==> src/rtl/hdmi_timing_pkg.sv <==
// Shared 720p timing constants, coordinate type and the block-mover state encoding.
package hdmi_timing_pkg;

  localparam int COORD_W = 11;

  typedef logic [COORD_W-1:0] coord_t;

  localparam coord_t H_DISP_720P = 11'd1280;
  localparam coord_t V_DISP_720P = 11'd720;

  typedef enum logic [1:0] {
    IDLE       = 2'd0,
    WAIT_FRAME = 2'd1,
    CALC       = 2'd2,
    COMMIT     = 2'd3
  } move_state_e;

endpackage

==> src/rtl/axis_bounce.sv <==
// Single-axis next position/direction for a square block bouncing between 0 and LIMIT-BLOCK_SIZE.
module axis_bounce
  import hdmi_timing_pkg::*;
#(
  parameter coord_t LIMIT      = H_DISP_720P,
  parameter coord_t BLOCK_SIZE = 11'd40,
  parameter coord_t STEP       = 11'd2
) (
  input  coord_t pos_i,
  input  logic   dir_i,
  output coord_t pos_o,
  output logic   dir_o,
  output logic   flip_o
);

  // One extra bit so pos + size + step can never wrap.
  logic [COORD_W:0] pos_w;
  logic [COORD_W:0] step_w;
  logic [COORD_W:0] limit_w;
  logic [COORD_W:0] far_edge_w;
  logic [COORD_W:0] max_pos_w;

  always_comb begin
    pos_w      = {1'b0, pos_i};
    step_w     = {1'b0, STEP};
    limit_w    = {1'b0, LIMIT};
    far_edge_w = pos_w + {1'b0, BLOCK_SIZE} + step_w;
    max_pos_w  = limit_w - {1'b0, BLOCK_SIZE};
    pos_o      = pos_i;
    dir_o      = dir_i;
    if (dir_i) begin
      if (far_edge_w >= limit_w) begin
        pos_o = max_pos_w[COORD_W-1:0];
        dir_o = 1'b0;
      end else begin
        pos_o = pos_i + STEP;
      end
    end else begin
      if (pos_w <= step_w) begin
        pos_o = '0;
        dir_o = 1'b1;
      end else begin
        pos_o = pos_i - STEP;
      end
    end
    flip_o = (dir_o != dir_i);
  end

endmodule

==> src/rtl/block_move_ctrl.sv <==
// Moving-block scheduler: counts vsync edges and steps the block position, committing
// only inside vertical sync so the displayed frame never tears.
module block_move_ctrl
  import hdmi_timing_pkg::*;
#(
  parameter coord_t     H_DISP     = H_DISP_720P,
  parameter coord_t     V_DISP     = V_DISP_720P,
  parameter coord_t     BLOCK_SIZE = 11'd40,
  parameter coord_t     STEP_X     = 11'd2,
  parameter coord_t     STEP_Y     = 11'd2,
  parameter logic [7:0] FRAME_DIV  = 8'd1,
  parameter coord_t     X_INIT     = 11'd0,
  parameter coord_t     Y_INIT     = 11'd0
) (
  input  logic        pixel_clk,
  input  logic        sys_rst_n,
  input  logic        video_vs,
  input  logic        move_en,
  output logic [10:0] block_x,
  output logic [10:0] block_y,
  output logic        dir_x,
  output logic        dir_y,
  output logic        pos_update,
  output logic        bounce_x,
  output logic        bounce_y,
  output move_state_e state_dbg
);

  move_state_e state_q, state_d;
  logic [7:0]  frame_cnt_q, frame_cnt_d;
  logic        vs_q;
  logic        frame_tick;
  logic        commit;
  coord_t      x_q, y_q;
  logic        dx_q, dy_q;
  logic        pos_update_q, bounce_x_q, bounce_y_q;
  coord_t      nx, ny;
  logic        ndx, ndy, flip_x, flip_y;

  assign frame_tick = video_vs & ~vs_q;
  assign commit     = (state_q == CALC);

  axis_bounce #(
    .LIMIT      (H_DISP),
    .BLOCK_SIZE (BLOCK_SIZE),
    .STEP       (STEP_X)
  ) u_axis_x (
    .pos_i  (x_q),
    .dir_i  (dx_q),
    .pos_o  (nx),
    .dir_o  (ndx),
    .flip_o (flip_x)
  );

  axis_bounce #(
    .LIMIT      (V_DISP),
    .BLOCK_SIZE (BLOCK_SIZE),
    .STEP       (STEP_Y)
  ) u_axis_y (
    .pos_i  (y_q),
    .dir_i  (dy_q),
    .pos_o  (ny),
    .dir_o  (ndy),
    .flip_o (flip_y)
  );

  // move_en has priority over a coincident frame tick in WAIT_FRAME.
  always_comb begin
    state_d     = state_q;
    frame_cnt_d = frame_cnt_q;
    unique case (state_q)
      IDLE: begin
        if (move_en) state_d = WAIT_FRAME;
      end
      WAIT_FRAME: begin
        if (!move_en) begin
          state_d = IDLE;
        end else if (frame_tick) begin
          if (frame_cnt_q == FRAME_DIV - 8'd1) begin
            frame_cnt_d = '0;
            state_d     = CALC;
          end else begin
            frame_cnt_d = frame_cnt_q + 8'd1;
          end
        end
      end
      CALC:    state_d = COMMIT;
      COMMIT:  state_d = WAIT_FRAME;
      default: state_d = IDLE;
    endcase
  end

  // The CALC-cycle result lands on the edge into COMMIT, so the COMMIT cycle shows
  // the new position together with its pulses.
  always_ff @(posedge pixel_clk or negedge sys_rst_n) begin
    if (!sys_rst_n) begin
      state_q      <= IDLE;
      frame_cnt_q  <= '0;
      vs_q         <= 1'b0;
      x_q          <= X_INIT;
      y_q          <= Y_INIT;
      dx_q         <= 1'b1;
      dy_q         <= 1'b1;
      pos_update_q <= 1'b0;
      bounce_x_q   <= 1'b0;
      bounce_y_q   <= 1'b0;
    end else begin
      state_q      <= state_d;
      frame_cnt_q  <= frame_cnt_d;
      vs_q         <= video_vs;
      pos_update_q <= commit;
      bounce_x_q   <= commit & flip_x;
      bounce_y_q   <= commit & flip_y;
      if (commit) begin
        x_q  <= nx;
        y_q  <= ny;
        dx_q <= ndx;
        dy_q <= ndy;
      end
    end
  end

  assign block_x    = x_q;
  assign block_y    = y_q;
  assign dir_x      = dx_q;
  assign dir_y      = dy_q;
  assign pos_update = pos_update_q;
  assign bounce_x   = bounce_x_q;
  assign bounce_y   = bounce_y_q;
  assign state_dbg  = state_q;

endmodule

==> config.mk <==
export PLATFORM = sky130hd
export DESIGN_NAME = block_move_ctrl
export DESIGN_NICKNAME = d
export VERILOG_FILES = /design/src/rtl/hdmi_timing_pkg.sv /design/src/rtl/axis_bounce.sv /design/src/rtl/block_move_ctrl.sv
export SDC_FILE = /design/constraint.sdc
export NUM_CORES = 1
export LEC_CHECK = 0
export CAP_MARGIN = 20
export CORE_UTILIZATION = 40
export DETAILED_ROUTE_END_ITERATION = 7
export GPL_ROUTABILITY_DRIVEN = 0
export PLACE_DENSITY = 0.69
export SETUP_SLACK_MARGIN = 0.1
export SYNTH_ARGS = -nofsm -noshare
export SYNTH_HDL_FRONTEND = slang
export SYNTH_HIERARCHICAL = 1
export SYNTH_SLANG_ARGS = --single-unit
==> constraint.sdc <==
create_clock -name pixel_clk -period 3.1 [get_ports pixel_clk]
set_clock_uncertainty 0.1 [all_clocks]
set_input_delay 0.62 -clock pixel_clk [delete_from_list [all_inputs] [get_ports pixel_clk]]
set_output_delay 0.62 -clock pixel_clk [all_outputs]
set_load 0.005 [all_outputs]
## Yosys cells after proc, flatten, opt, wreduce, memory -nomap -nowiden

Index checks and enable logic that the tools add are counted.

| word-level totals | value |
|---|---|
| memory bits (read-only) | 0 |
| output and inout port bits | 29 |
| input port bits | 4 |
| bits in writable memories | 0 |
| memories | 0 |
| word-level logic and storage cells | 57 |
| register bits after elaboration | 38 |
| bits in latches | 0 |

| cells by class | value |
|---|---|
| reduce and logical (&&, ||, !) cells | 4 |
| $lt $le $gt $ge | 4 |
| shifts and indexed selects | 0 |
| muxes and demuxes | 18 |
| eq/ne operators | 8 |
| multiply operators | 0 |
| div/mod/pow operators | 0 |
| $add $sub $neg | 9 |
| bitwise gates (word level) | 4 |

Operator list:

| operator | count |
|---|---|
| 11-bit 2-to-1 mux | 6 |
| 11-bit by 6-bit adder with 12-bit output (second input constant) | 2 |
| 12-bit by 2-bit adder with 12-bit output (second input constant) | 2 |
| 11-bit by 2-bit adder with 11-bit output (second input constant) | 2 |
| 11-bit by 2-bit <= comparator with 1-bit output (second input constant) | 2 |
| 11-bit by 2-bit subtractor with 11-bit output (second input constant) | 2 |
| 12-bit by 10-bit >= comparator with 1-bit output (second input constant) | 1 |
| 12-bit by 11-bit >= comparator with 1-bit output (second input constant) | 1 |
| 8-bit by 1-bit adder with 8-bit output (second input constant) | 1 |
| 8-bit logical NOT | 1 |
| 2-bit 2-to-1 mux | 4 |
| 8-bit 2-to-1 mux | 1 |
| 2-bit case mux with 4 select lines | 1 |
| 1-bit 2-to-1 mux | 6 |
| 3-bit inequality test (second input constant) | 2 |
| 3-bit AND reduction | 2 |
| 2-bit equality test (second input constant) | 2 |
| 1-bit bitwise AND | 3 |
| 2-bit by 1-bit equality test with 1-bit output (second input constant) | 1 |
| 2-bit logical NOT | 1 |
| 1-bit inequality test | 2 |
| 2-bit inequality test (second input constant) | 1 |
| 1-bit NOT | 1 |

## Depth between registers and ports, before layout

Gate-level depths: netlist of run 1.

| depth | value |
|---|---|
| word-level depth | 7 |
| mapped depth | 9 |
| gate-level depth less buffers | 8 |

## Hierarchy

The synthesis of run 1 kept the hierarchy.

Modules (own cells, without submodules):

| module | cells each | seq. area each (um^2) | times used | area each (um^2) |
|---|---|---|---|---|
| block_move_ctrl | 115 | 953.4 | 1 | 1614.0 |
| axis_bounce at u_axis_y | 113 | 0.0 | 1 | 760.7 |
| axis_bounce at u_axis_x | 102 | 0.0 | 1 | 643.1 |

## Worst setup path after synthesis of run 1

Ideal clock, no wire load.

| timing | value |
|---|---|
| kind | register -> register |
| start point | register y_q[1], in the netlist block_y[1] |
| end point | register y_q[8], in the netlist block_y[8] |
| required time | 2.875 ns |
| stages on the path, launching flop included | 9 |
| clock period less this slack | 2.449 ns |
| arrival | 2.225 ns |
| path slack | 0.651 ns |
| cells stage by stage | dfrtp_1 -> ha_1 -> or2_4 -> nor4b_1 -> o31ai_2 -> a31oi_4 -> nor4_2 -> o32a_1 -> mux2_2 |

| on the way | value |
|---|---|
| longest elaborated chain between the ends | 5 |

Ends and longest elaborated chain:

| what | line | source |
|---|---|---|
| from (decl) | block_move_ctrl.sv:34 | `coord_t x_q, y_q;` |
| from (signal assigned) | block_move_ctrl.sv:116 | `y_q <= ny;` |
| 11-bit by 6-bit adder with 12-bit output | axis_bounce.sv:27 | `far_edge_w = pos_w + {1'b0, BLOCK_SIZE} + step_w;` |
| 12-bit by 2-bit adder with 12-bit output | axis_bounce.sv:27 |  |
| 12-bit by 10-bit >= comparator with 1-bit output | axis_bounce.sv:32 | `if (far_edge_w >= limit_w) begin` |
| 11-bit 2-to-1 mux | axis_bounce.sv:32 |  |
| 11-bit 2-to-1 mux (*) | axis_bounce.sv:31 | `if (dir_i) begin` |
| via ny[8] | block_move_ctrl.sv:37 | `coord_t nx, ny;` |

The timed path passes the listed nets; every way through them passes the cells marked *.
A chain may end at the register's enable or synchronous reset.

## Final worst setup path of run 1

| timing | value |
|---|---|
| start point | register y_q[1], in the netlist block_y[1] |
| end point | register y_q[2], in the netlist block_y[2] |

Same word-level chain as after synthesis.

==> results of run 1 <==
-- Yosys cell counts (4+ instances only) --
cell type and instances:
a211oi_1 6, a21oi_1 12, a31oi_1 5, and2_1 6
buf_2 9, dfrtp_1 36, ha_1 10, inv_1 20
mux2_2 26, nand2_1 21, nand2b_1 5, nand3_1 15
nand4_1 6, nor2_1 21, nor2b_1 5, nor3_1 9
nor3b_1 5, o21ai_0 14, o22ai_1 4, xnor2_1 11
-- worst reg2reg max path: cells and delay by family (launching register included) --
kind                       cells  cell delay, ns
and+or+nand+nor                3            0.72
muxes                          2            0.53
DFF                            1            0.49
AOI/OAI and AO/OA              2            0.46
adders and majority gates      1            0.32
-- routing by layer --
metal	share of wire	track usage	vias to the layer above
met5	0	0	-
met4	0.012	0.0557	0
li1	-	-	1272
met2	0.47	0.299	71
met3	0.052	0.0308	9
met1	0.47	0.259	1280
-- cell type report --
type | instances | area (sq um)
inverter | 20 | 75.1
tap | 99 | 124
clock inverter | 2 | 13.8
multi-input combinational | 253 | 1880
fill | 721 | 3820
clock buffer | 6 | 72.6
sequential | 38 | 953
timing repair buffer | 36 | 345
-- logic make-up (layout without fill, tap and decap cells) --
kind of cell,Yosys count,in the layout
XOR/XNOR,14,14
buffers and inverters,39,64
flip-flops,38,38
adder cells (fa/ha/maj),10,10
AND/OR/NAND/NOR,125,125
multiplexers,26,26
AO/OA/AOI/OAI,78,78
-- stage by stage --
step / hold WS, ns / worst slack (ns) / total power [uW] / utilization / std cells
2_1_floorplan: 0.224 / 0.651 / 1190 / - / 330
3_3_place_gp: 0.384 / 0.449 / 1390 / 0.464 / 446
3_5_place_dp: 0.383 / 0.372 / 1400 / 0.464 / 446
4_1_cts: 0.371 / 0.354 / 1750 / 0.476 / 454
5_1_grt: 0.415 / 0.218 / 1880 / 0.476 / 454
6_report: 0.315 / 0.361 / 1740 / 0.476 / 454
-- registers in the layout, indices dropped and copies added, names as in the netlist --
signal,cells
pos_update,1
dir_y,1
block_y,11
dir_x,1
vs_q,1
frame_cnt_q,8
block_x,11
state_dbg,2
bounce_y,1
bounce_x,1
-- power by group --
| group | switching (uW) | internal [uW] |
|---|---|---|
| combinational | 414 | 347 |
| clock | 181 | 159 |
| sequential | 89.3 | 555 |
-- how the worst max path moves through the flow --
| stage | startpoint | to | slack [ns] | depth (start not counted) |
|---|---|---|---|---|
| floorplan | block_y[1]$_DFFE_PN0P_ | block_y[8]$_DFFE_PN0P_ | 0.65 | 8 |
| global route | block_y[2]$_DFFE_PN0P_ | block_y[2]$_DFFE_PN0P_ | 0.22 | 8 |
| CTS | block_y[1]$_DFFE_PN0P_ | block_y[8]$_DFFE_PN0P_ | 0.35 | 8 |
| global placement | block_y[1]$_DFFE_PN0P_ | block_y[2]$_DFFE_PN0P_ | 0.45 | 8 |
| finish | block_y[1]$_DFFE_PN0P_ | block_y[2]$_DFFE_PN0P_ | 0.36 | 8 |
| detailed placement | block_y[1]$_DFFE_PN0P_ | block_y[8]$_DFFE_PN0P_ | 0.37 | 8 |
==> results.ini, run 1 <==
[cts]
clock_latency_ns = 0.29
post_cts_buffers = 0
cts_sinks = 38
ctsResizeCount = 0
cts_made_buffers = 5
cts_hold_buf = 0
cts.path.max_buffers = 2
root_buffer = clkbuf_8
cts_tree = done
htree_levels = 2
path_clk_slew_ns = 0.08

[synth]
yosys.area.top_type = dfrtp_1
synthDistinctLibCells = 75
synth_xor_area_frac = 0.0406
synth.mux.area_fraction = 0.0970
syn_avg_cell_area_sq_um = 9.15
syn_inst = 330
synthesis.area_sq_um = 3020
synth_area_leaders = dfrtp_1, mux2_2, ha_1
synthFlopType = dfrtp_1
synth_seq_cells = 38
ys_seq_area_frac = 0.316
synthArstFlopShare = 1.00
synth_top_family_by_area = simple AND/OR/NAND/NOR gates
synthAdderAreaFrac = 0.0415
ys_warn_count = 6
syn_nets = 344
synth-simple-area-share = 0.255
synth_compound_area_frac = 0.190
synth_edf_count = 0
yosysTopAreaCellShare = 0.299

[sta]
finalSetupViolations = 0
min_period_ns = 2.74
worst_slew_pin_slew_ns = 0.840
fmax_mhz = 365
period_share = 0.883
grt_setup_unrepaired = no
finalSetupTns_ns = 0
slew_violations = 0
hold_viol_final = 0
timing.slew.headroom = 0.440

[power]
p_per_area_nw_per_um2 = 503
vdd_drop_max_mv = 0.208
cellLeakagePower_uw = 0.00144

[route]
ant_nets = 0
drt-initial-drc-count = 255
vias = 2632
via_per_inst = 5.80
dr.pass1.iters = 4
drc = 0
wl_per_cell_um = 15.1
routed_wl_um = 6850

[place]
hpwl_um = 4700
io_buffers = 32
placed_cell_area_sq_um = 3380

[die]
start_util = 0.414
dieArea_sq_um = 7900
ios = 33
die_x_um = 88.9
rows = 31
coreArea_sq_um = 7290
die_h_um = 88.9

[grt]
grt_pass1_wl_um = 11500
grtUsageTotal = 0.187
grt_max_degree = 39
grt-ovfl-total = 0
antenna_found_initial = 0
first_global_vias = 2384

[setup_path]
cp.arrival_ns = 2.82
max_stage_delay_ns = 0.49
slowest_stage = dfrtp_1
cpMostUsedCell = mux2_2
cp_cell_sequence = ha_1 > or2_4 > nor4b_1 > o31ai_2 > a31oi_4 > nor2_4 > mux2_2 > mux2_2
cp.required_ns = 3.18
cp_top_family = simple AND/OR/NAND/NOR gates
reg2reg_to = block_y[2]$_DFFE_PN0P_
rrSetupSlack_ns = 0.36
worst_setup_path_start_kind = flop
cp_num_buf_inv = 0
rr_worst_depth = 8
worstSetupEndpointType = flop
worstSetupPathType = flop to flop
path_max_fanout = 11
timing.rr.start = block_y[1]$_DFFE_PN0P_

[flow_run]
drv_cap = 0

[hold_path]
holdCritPathClass = primary input to asynchronous set/reset pin

[finish]
layout_common_cells = dfrtp_1, clkdlybuf4s50_1, mux2_2
fin_area_sq_um = 3470
diodes = 0
final_common_cell = dfrtp_1
area_delta_synth_final_pct = 14.9
drive_gt1_frac = 0.177
nNetsFinal = 368

[outcome]
status = finished clean

Power figures use the tool's default switching activity.
==> inputs of run 2 (changes only) <==
--- a/config.mk
+++ b/config.mk
@@ -6,11 +6,12 @@
 export NUM_CORES = 1
 export LEC_CHECK = 0
 export CAP_MARGIN = 20
-export CORE_UTILIZATION = 40
+export CORE_UTILIZATION = 57
 export DETAILED_ROUTE_END_ITERATION = 7
 export GPL_ROUTABILITY_DRIVEN = 0
-export PLACE_DENSITY = 0.69
+export PLACE_DENSITY = 0.89
 export SETUP_SLACK_MARGIN = 0.1
+export SKIP_CTS_REPAIR_TIMING = 1
 export SYNTH_ARGS = -nofsm -noshare
 export SYNTH_HDL_FRONTEND = slang
 export SYNTH_HIERARCHICAL = 1
==> run 2 against run 1 <==
Clock power up 51%. Combinational power decreased by 6.8%. Critical endpoint unchanged. Largest power group unchanged. Design area increased by 0.22%. Critical path type unchanged. Sequential power increased by 5.4%. Highest routed layer unchanged. Wire length is 2.6% higher. First-iteration DRC count shrank 4.7%. Sequential share of layout area shrank 0.059 points.
==> results.ini, run 2 (synthesis gave the netlist of run 1 again) <==
[outcome]
status = finished clean

[die]
rows = 26
die_x_um = 74.8
coreArea_sq_um = 5110
die_h_um = 74.8
ios = 33
start_util = 0.591
dieArea_sq_um = 5590

[power]
vdd_drop_max_mv = 0.367
cellLeakagePower_uw = 0.00146
p_per_area_nw_per_um2 = 547
p_switching_uw = 693
p_sw_frac = 0.365
pwr-share-seq = 0.357
clockPowerShare = 0.270
internal_power_uw = 1210
pwr-share-comb = 0.373

[cts]
root_buffer = clkbuf_8
cts.path.max_buffers = 2
cts_tree = done
clock_latency_ns = 0.30
cts_made_buffers = 5
path_clk_slew_ns = 0.08
cts_sinks = 38
htree_levels = 2

[setup_path]
cp.required_ns = 3.19
slowest_stage = dfrtp_1
cp_cell_sequence = ha_1 > or2_4 > nor4b_1 > o31ai_2 > a31oi_4 > nor2_4 > mux2_2 > mux2_2
cp_num_buf_inv = 0
max_stage_delay_ns = 0.48
timing.rr.start = block_y[1]$_DFFE_PN0P_
path_max_fanout = 11
rrSetupSlack_ns = 0.30
cpMostUsedCell = mux2_2
cp_top_family = simple AND/OR/NAND/NOR gates
worst_setup_path_start_kind = flop
path_depth = 8
rr_worst_depth = 8
reg2reg_to = block_y[2]$_DFFE_PN0P_
cp.arrival_ns = 2.89
worstSetupEndpointType = flop
worstSetupPathType = flop to flop

[sta]
min_period_ns = 2.80
slew_violations = 0
hold_viol_final = 0
grt_setup_unrepaired = no
finalSetupViolations = 0
period_share = 0.904
finalSetupTns_ns = 0
timing.slew.headroom = 0.445
fmax_mhz = 357
worst_slew_pin_slew_ns = 0.832

[grt]
first_global_vias = 2430
grtUsageTotal = 0.269
grt_pass1_wl_um = 11300
grt-ovfl-total = 0
antenna_found_initial = 0
grt_max_degree = 39

[place]
placed_cell_area_sq_um = 3340
io_buffers = 32
hpwl_um = 4780
place_inst = 416

[route]
drc = 0
drt-initial-drc-count = 243
wl_per_cell_um = 16.6
routed_wl_um = 7030
via_per_inst = 6.33
vias = 2683
dr.pass1.iters = 5
ant_nets = 0

[finish]
nNetsFinal = 367
layout_common_cells = dfrtp_1, clkdlybuf4s50_1, mux2_2
multiInputGateArea_sq_um = 1880
diodes = 0
area_delta_synth_final_pct = 15.2
fin_area_sq_um = 3480
nFillCells = 403
fin_cells = 424
register_area_sq_um = 953
final_util = 0.681
final_common_cell = dfrtp_1
drive_gt1_frac = 0.178

[flow_run]
drv_cap = 0

[hold_path]
holdCritPathClass = primary input to asynchronous set/reset pin

run 2: cell types whose count changed in the layout (fill, tap and decap cells not counted), sizes merged:
cell | previous run | this run
bufinv | 0 | 2
buf | 5 | 4
clkbuf | 6 | 5
clkinv | 2 | 1
run 2: final cells by class:
class	count	area share
tap	70	0.0252
inverter	20	0.0216
multi-input combinational	253	0.542
clock buffer	5	0.0198
sequential	38	0.274
clock inverter	3	0.0198
timing repair buffer	35	0.0972
run 2: how the worst max path moves through the flow:
| stage | end | from | slack (ns) |
|---|---|---|---|
| 3_3_place_gp | block_y[2]$_DFFE_PN0P_ | block_y[1]$_DFFE_PN0P_ | 0.46 |
| 4_1_cts | block_y[4]$_DFFE_PN0P_ | block_y[1]$_DFFE_PN0P_ | 0.31 |
| 5_1_grt | block_y[4]$_DFFE_PN0P_ | block_y[1]$_DFFE_PN0P_ | 0.17 |
| 6_report | block_y[2]$_DFFE_PN0P_ | block_y[1]$_DFFE_PN0P_ | 0.30 |
| 3_5_place_dp | block_y[4]$_DFFE_PN0P_ | block_y[1]$_DFFE_PN0P_ | 0.32 |
| 2_1_floorplan | block_y[8]$_DFFE_PN0P_ | block_y[1]$_DFFE_PN0P_ | 0.65 |
run 2: metrics by stage:
stage	hold slack, ns	worst slack, ns	power, uW
after floorplan	0.224	0.651	1190
after global placement	0.383	0.462	1350
after detailed placement	0.391	0.323	1370
after CTS	0.337	0.314	1900
after global routing	0.394	0.169	2030
final	0.313	0.298	1900
run 2: power groups by stage:
stage                     Clock, uW  Combinational, uW  Sequential (uW)
final                           514                709              679
after global routing            550                785              698
after CTS                       524                698              678
after global placement            0                670              678
after detailed placement          0                694              681
after floorplan                   0                551              635
run 2: routing by layer:
layer / up-vias / GRT usage / share of wire
met1: 1312 / 0.353 / 0.44
met5: - / 0 / 0
met2: 111 / 0.440 / 0.48
li1: 1254 / - / -
met4: 0 / 0.0860 / 0.011
met3: 6 / 0.0629 / 0.067
==> inputs of run 3 (changes only) <==
--- a/config.mk
+++ b/config.mk
@@ -11,8 +11,8 @@
 export GPL_ROUTABILITY_DRIVEN = 0
 export PLACE_DENSITY = 0.89
 export SETUP_SLACK_MARGIN = 0.1
-export SKIP_CTS_REPAIR_TIMING = 1
 export SYNTH_ARGS = -nofsm -noshare
 export SYNTH_HDL_FRONTEND = slang
 export SYNTH_HIERARCHICAL = 1
 export SYNTH_SLANG_ARGS = --single-unit
+export TNS_END_PERCENT = 100
==> results of run 3 <==
Same layout as run 2: the final DEF is identical, and so are final timing and power.
